===== src/rtl/string_finder_pkg.sv =====
// Shared definitions for the serial stimulus / sequence-detector blocks:
// 2-bit state encoding and the power-on default pattern.
package string_finder_pkg;

    typedef logic [1:0] state_t;

    localparam state_t IDLE  = 2'd0;
    localparam state_t SHIFT = 2'd1;
    localparam state_t GAP   = 2'd2;
    localparam state_t DONE  = 2'd3;

    localparam logic [3:0] DEFAULT_PATTERN = 4'b1101;

endpackage


===== src/rtl/pattern_serializer_bit_rotator.sv =====
// WIDTH-bit loadable left-rotate register; load has priority over enable.
// Resets asynchronously to PATTERN and exposes only its MSB.
module bit_rotator
    import string_finder_pkg::*;
#(
    parameter int               WIDTH   = 4,
    parameter logic [WIDTH-1:0] PATTERN = WIDTH'(DEFAULT_PATTERN)
) (
    input  logic             clk,
    input  logic             rst_n,
    input  logic             load,
    input  logic             enable,
    input  logic [WIDTH-1:0] load_data,
    output logic             msb
);

    logic [WIDTH-1:0] reg_q;
    logic [WIDTH-1:0] reg_d;

    always_comb begin
        // NOTE: assign a default before any branch so no latch is inferred.
        reg_d = reg_q;
        if (load) begin
            reg_d = load_data;
        end else if (enable) begin
            reg_d = {reg_q[WIDTH-2:0], reg_q[WIDTH-1]};
        end
    end

    always_ff @(posedge clk or negedge rst_n) begin
        // NOTE: non-blocking assignments keep every flop sampling pre-edge values.
        if (!rst_n) begin
            reg_q <= PATTERN;
        end else begin
            reg_q <= reg_d;
        end
    end

    assign msb = reg_q[WIDTH-1];

endmodule


===== src/rtl/pattern_serializer.sv =====
// Serializes a word MSB-first on x, (in_reps+1) times, then pulses done.
// Define SERIALIZER_GAP_EN to insert one idle GAP cycle between repetitions.
module pattern_serializer
    import string_finder_pkg::*;
#(
    parameter int               WIDTH   = 4,
    parameter int               CNT_W   = 8,
    parameter logic [WIDTH-1:0] PATTERN = WIDTH'(DEFAULT_PATTERN)
) (
    input  logic             clk,
    input  logic             clr,
    input  logic             in_valid,
    output logic             in_ready,
    input  logic [WIDTH-1:0] in_data,
    input  logic [CNT_W-1:0] in_reps,
    input  logic             abort,
    output logic             x,
    output logic             x_valid,
    output logic             busy,
    output logic             done
);

    localparam int             IDX_W    = (WIDTH > 1) ? $clog2(WIDTH) : 1;
    localparam logic [IDX_W-1:0] LAST_IDX = IDX_W'(WIDTH - 1);

    state_t           state_q, state_d;
    logic [IDX_W-1:0] idx_q, idx_d;
    logic [CNT_W-1:0] rep_q, rep_d;
    logic             rot_load, rot_en, rot_msb;

    bit_rotator #(
        .WIDTH   (WIDTH),
        .PATTERN (PATTERN)
    ) u_rot (
        .clk       (clk),
        .rst_n     (clr),
        .load      (rot_load),
        .enable    (rot_en),
        .load_data (in_data),
        .msb       (rot_msb)
    );

    always_ff @(posedge clk or negedge clr) begin
        if (!clr) begin
            state_q <= IDLE;
            idx_q   <= '0;
            rep_q   <= '0;
        end else begin
            state_q <= state_d;
            idx_q   <= idx_d;
            rep_q   <= rep_d;
        end
    end

    always_comb begin
        state_d  = state_q;
        idx_d    = idx_q;
        rep_d    = rep_q;
        rot_load = 1'b0;
        rot_en   = 1'b0;
        case (state_q)
            IDLE: begin
                if (in_valid) begin
                    state_d  = SHIFT;
                    idx_d    = '0;
                    rep_d    = in_reps;
                    rot_load = 1'b1;
                end
            end
            SHIFT: begin
                if (abort) begin
                    state_d = IDLE;
                end else begin
                    rot_en = 1'b1;
                    if (idx_q == LAST_IDX) begin
                        // A full rotation restores the word, so a repeat needs no reload.
                        if (rep_q != '0) begin
                            rep_d = rep_q - CNT_W'(1);
                            idx_d = '0;
`ifdef SERIALIZER_GAP_EN
                            state_d = GAP;
`else
                            state_d = SHIFT;
`endif
                        end else begin
                            state_d = DONE;
                        end
                    end else begin
                        idx_d = idx_q + IDX_W'(1);
                    end
                end
            end
`ifdef SERIALIZER_GAP_EN
            GAP: begin
                state_d = abort ? IDLE : SHIFT;
            end
`endif
            default: begin
                state_d = IDLE;
            end
        endcase
    end

    always_comb begin
        in_ready = (state_q == IDLE);
        x_valid  = (state_q == SHIFT);
        x        = (state_q == SHIFT) && rot_msb;
        busy     = (state_q == SHIFT) || (state_q == GAP);
        done     = (state_q == DONE);
    end

endmodule


===== config.mk =====
export PLATFORM = sky130hd
export DESIGN_NAME = pattern_serializer
export DESIGN_NICKNAME = d
export VERILOG_FILES = /design/src/rtl/string_finder_pkg.sv /design/src/rtl/pattern_serializer_bit_rotator.sv /design/src/rtl/pattern_serializer.sv
export SDC_FILE = /design/constraint.sdc
export NUM_CORES = 1
export LEC_CHECK = 0
export BUFFER_PORTS_ARGS = -buffer_cell sky130_fd_sc_hd__buf_2
export CELL_PAD_IN_SITES_DETAIL_PLACEMENT = 1
export CELL_PAD_IN_SITES_GLOBAL_PLACEMENT = 2
export CORE_AREA = 2 2 59 61
export DETAILED_ROUTE_END_ITERATION = 10
export DIE_AREA = 0 0 61 63
export PLACE_DENSITY_LB_ADDON = 0.1
export SYNTH_ARGS = -nofsm -noshare
export SYNTH_HDL_FRONTEND = slang
export SYNTH_SLANG_ARGS = --single-unit

===== constraint.sdc =====
create_clock -name clk -period 2.9 [get_ports clk]
set_input_delay 0.58 -clock clk [delete_from_list [all_inputs] [get_ports clk]]
set_output_delay 0.58 -clock clk [all_outputs]
set_load 0.02 [all_outputs]

==> Implementation_results.wiki <==
{| class="wikitable"
! Metric !! Value
|-
| Outcome || finished clean
|-
| Count of pins over their slew limit || 0
|-
| Post-DR vias/cell || 5.17
|-
| Number of rows in the core area || 21
|-
| Critical Setup Path Class || reg -> out
|-
| DP Wirelength || 2100 um
|-
| CP max FO || 14
|-
| Pin count of the biggest net entering global routing || 17
|-
| Setup repair after global routing missed its margin || false
|-
| Global routing met1 resource utilization || 21.8%
|-
| CTS tree || built
|-
| Initial Util || 33.9%
|-
| Class of the tightest hold or removal check || in -> async
|-
| Ports || 21
|-
| Remaining antenna violation count || 0
|-
| Crit. End Element || output pin
|-
| Num CTS Buffers || 3
|-
| CTS Buffer Depth || 2
|-
| Core region area || 0.00323 sq mm
|-
| Clock transition at path regs || 110 ps
|-
| Final Net Count || 167
|-
| Required time of the critical path || 2320 ps
|-
| # H-tree levels || 1
|-
| Nature of the critical path startpoint || flop
|-
| Max Clock Freq || 0.412 GHz
|-
| Setup TNS Final || 0 ps
|-
| Clock sink count || 16
|-
| Final setup vio count || 0
|-
| Transition time at the pin with the least slew margin || 635 ps
|-
| Overall via count from detail_route || 983
|-
| Instance area after placement || 0.00123 sq mm
|-
| Total non-filler cell area in the finished layout || 0.00127 sq mm
|-
| Post-synthesis instance area || 0.00110 sq mm
|-
| Worst path arrival time || 1850 ps
|-
| Pre-antenna DRT Iters || 4
|-
| Max cap viols || 0
|-
| Gates resized, CTS repair || 0
|-
| Number of enable flip-flop cells after synthesis || 0
|-
| Wire length of the first global-routing pass || 4550 um
|-
| Dominant synthesized flop cell || dfrtp_1
|-
| Horizontal extent of the die || 61 um
|-
| Headroom to the max-slew limit || 57.6%
|-
| Routed WL || 2800 um
|-
| GRT Overall Usage || 16.1%
|-
| Leading cell types in the layout, fill and taps excluded || buf_2, nand2_1, dfrtp_1
|-
| Height of the die || 63 um
|-
| Leakage component of the power || 0.551 nW
|-
| Area growth from synthesis to layout || 15.9%
|-
| Grt ovf || 0
|-
| Antenna diode instance count || 0
|-
| Post-synth ARST share || 100%
|-
| Global routing's busiest layer || met2
|-
| Clock skew || 9.18 ps
|-
| Die ar. || 0.00384 sq mm
|-
| Max VDD drop || 0.334 mV
|-
| Count of cells along the worst register-to-register path || 5
|-
| Final Hold Vio Count || 0
|-
| Proportion of layout cells with a drive suffix above 1 || 22.9%
|-
| Source of the critical timing path || state_q[1]
|-
| Total of hold buffers inserted after clock tree synthesis || 0
|-
| Remaining DRCs || 0
|-
| Number of instances in the synthesized netlist || 124
|-
| Yosys warning count || 0
|-
| Number of port buffers || 20
|-
| Overall power of the completed layout || 1.28 mW
|-
| Post-layout minimum cycle time || 2430 ps
|-
| Worst reg-to-reg setup slack || 640 ps
|-
| Per-instance average area after synthesis || 8.84 sq um
|-
| Global Route met3 Usage || 2.48%
|-
| Mapped Nets || 146
|-
| Capturing element of the worst setup path || x_valid
|-
| Met2 global-route usage || 25.0%
|-
| Capture instance of the worst register-to-register path || idx_q[1]
|-
| Proportion of synthesized chip area in sequential cells || 36.9%
|-
| Clk Tree Root Cell || clkbuf_4
|-
| Source-to-sink clock delay at the later pin of the worst-skew pair || 300 ps
|-
| Initial detailed-routing violation count || 35
|-
| Commonest non-fill, non-tap cell in the layout || buf_2
|-
| Wirelength per Cell || 14.7 um
|-
| Number of global-route vias before repair || 961
|-
| Reg-to-reg startpoint || state_q[1]
|-
| Setup Fix Bufs, Post-CTS || 0
|-
| Count of cell types in the netlist || 36
|-
| Ratio of total power to cell area || 1010 mW/mm^2
|-
| Flops & latches, synth || 16
|-
| Number of antenna violations at the first check in global routing || 0
|-
| Placer Congestion || 0.750
|-
| Final clock period utilization by the worst path || 83.7%
|}
routing by layer:
metal | vias to the layer above | part of all wire (%)
li1 | 494 | -
met1 | 469 | 49
met4 | 0 | 1.8
met3 | 5 | 2.7
met2 | 15 | 47
met5 | - | 0
cell usage after synthesis, types with 3 or more instances:
master / n / area, sq um
a21oi_1: 9 / 45.0
a31oi_1: 4 / 25.0
and3_1: 4 / 25.0
clkbuf_1: 3 / 11.3
dfrtp_1: 13 / 325
dfstp_2: 3 / 78.8
ha_1: 6 / 75.1
inv_1: 5 / 18.8
mux2i_1: 5 / 50.1
nand2_1: 16 / 60.1
nand2b_1: 5 / 31.3
nor2_1: 10 / 37.5
nor3_1: 10 / 50.1
o21ai_1: 3 / 15.0
sequential cells by signal, summed over array words and instances, names as in the netlist:
| register | flops |
|---|---|
| u_rot.reg_q | 4 |
| rep_q | 8 |
| state_q | 2 |
| idx_q | 2 |
how the worst min path moves through the flow:
stage | from | endpoint | slack, ps | depth (start not counted)
detailed placement | u_rot.reg_q[2] | u_rot.reg_q[2] | 490 | 2
global route | clr | idx_q[1] | 190 | 1
global placement | u_rot.reg_q[2] | u_rot.reg_q[2] | 480 | 2
CTS | clr | idx_q[1] | 200 | 1
finish | clr | idx_q[1] | 190 | 1
floorplan | clr | idx_q[0] | 280 | 0
per-stage QoR:
step / setup slack (ps) / hold slack, ps / instances / util (%)
5_1_grt: 323 / 194 / 190 / 39.3
6_report: 474 / 188 / 190 / 39.3
4_1_cts: 439 / 196 / 190 / 39.3
3_3_place_gp: 743 / 480 / 186 / 38.2
3_5_place_dp: 635 / 488 / 186 / 38.2
2_1_floorplan: 656 / 284 / 124 / -
power by group:
| group | switching, mW | internal (mW) | leakage, nW | total, mW |
|---|---|---|---|---|
| sequential | 0.132 | 0.344 | 0.186 | 0.475 |
| clock | 0.0825 | 0.0767 | 0.0210 | 0.159 |
| combinational | 0.378 | 0.270 | 0.344 | 0.649 |
cell type report:
cell class              instances  area [sq um]
repair buffers                 21           108
clock buffers                   4          36.3
flip-flops and latches         16           404
well taps                      46          57.6
inverters                       5          18.8
fillers                       404          1960
multi-input cells              98           646
critical path, stage by stage (launching register included):
cell and delay, ps:
dfrtp_1 420, inv_1 90, ha_1 530, buf_4 300
buf_2 190
cell families (layout without fill, tap and decap cells):
group	Yosys count	count (layout)	share of synthesized area, %
buffers and inverters	10	30	4.22
muxes	6	6	5.59
adders and majority gates	6	6	6.85
and+or+nand+nor	59	59	28.2
DFF	16	16	36.9
AOI/OAI and AO/OA	27	27	18.3
Power figures use the tool's default switching activity.
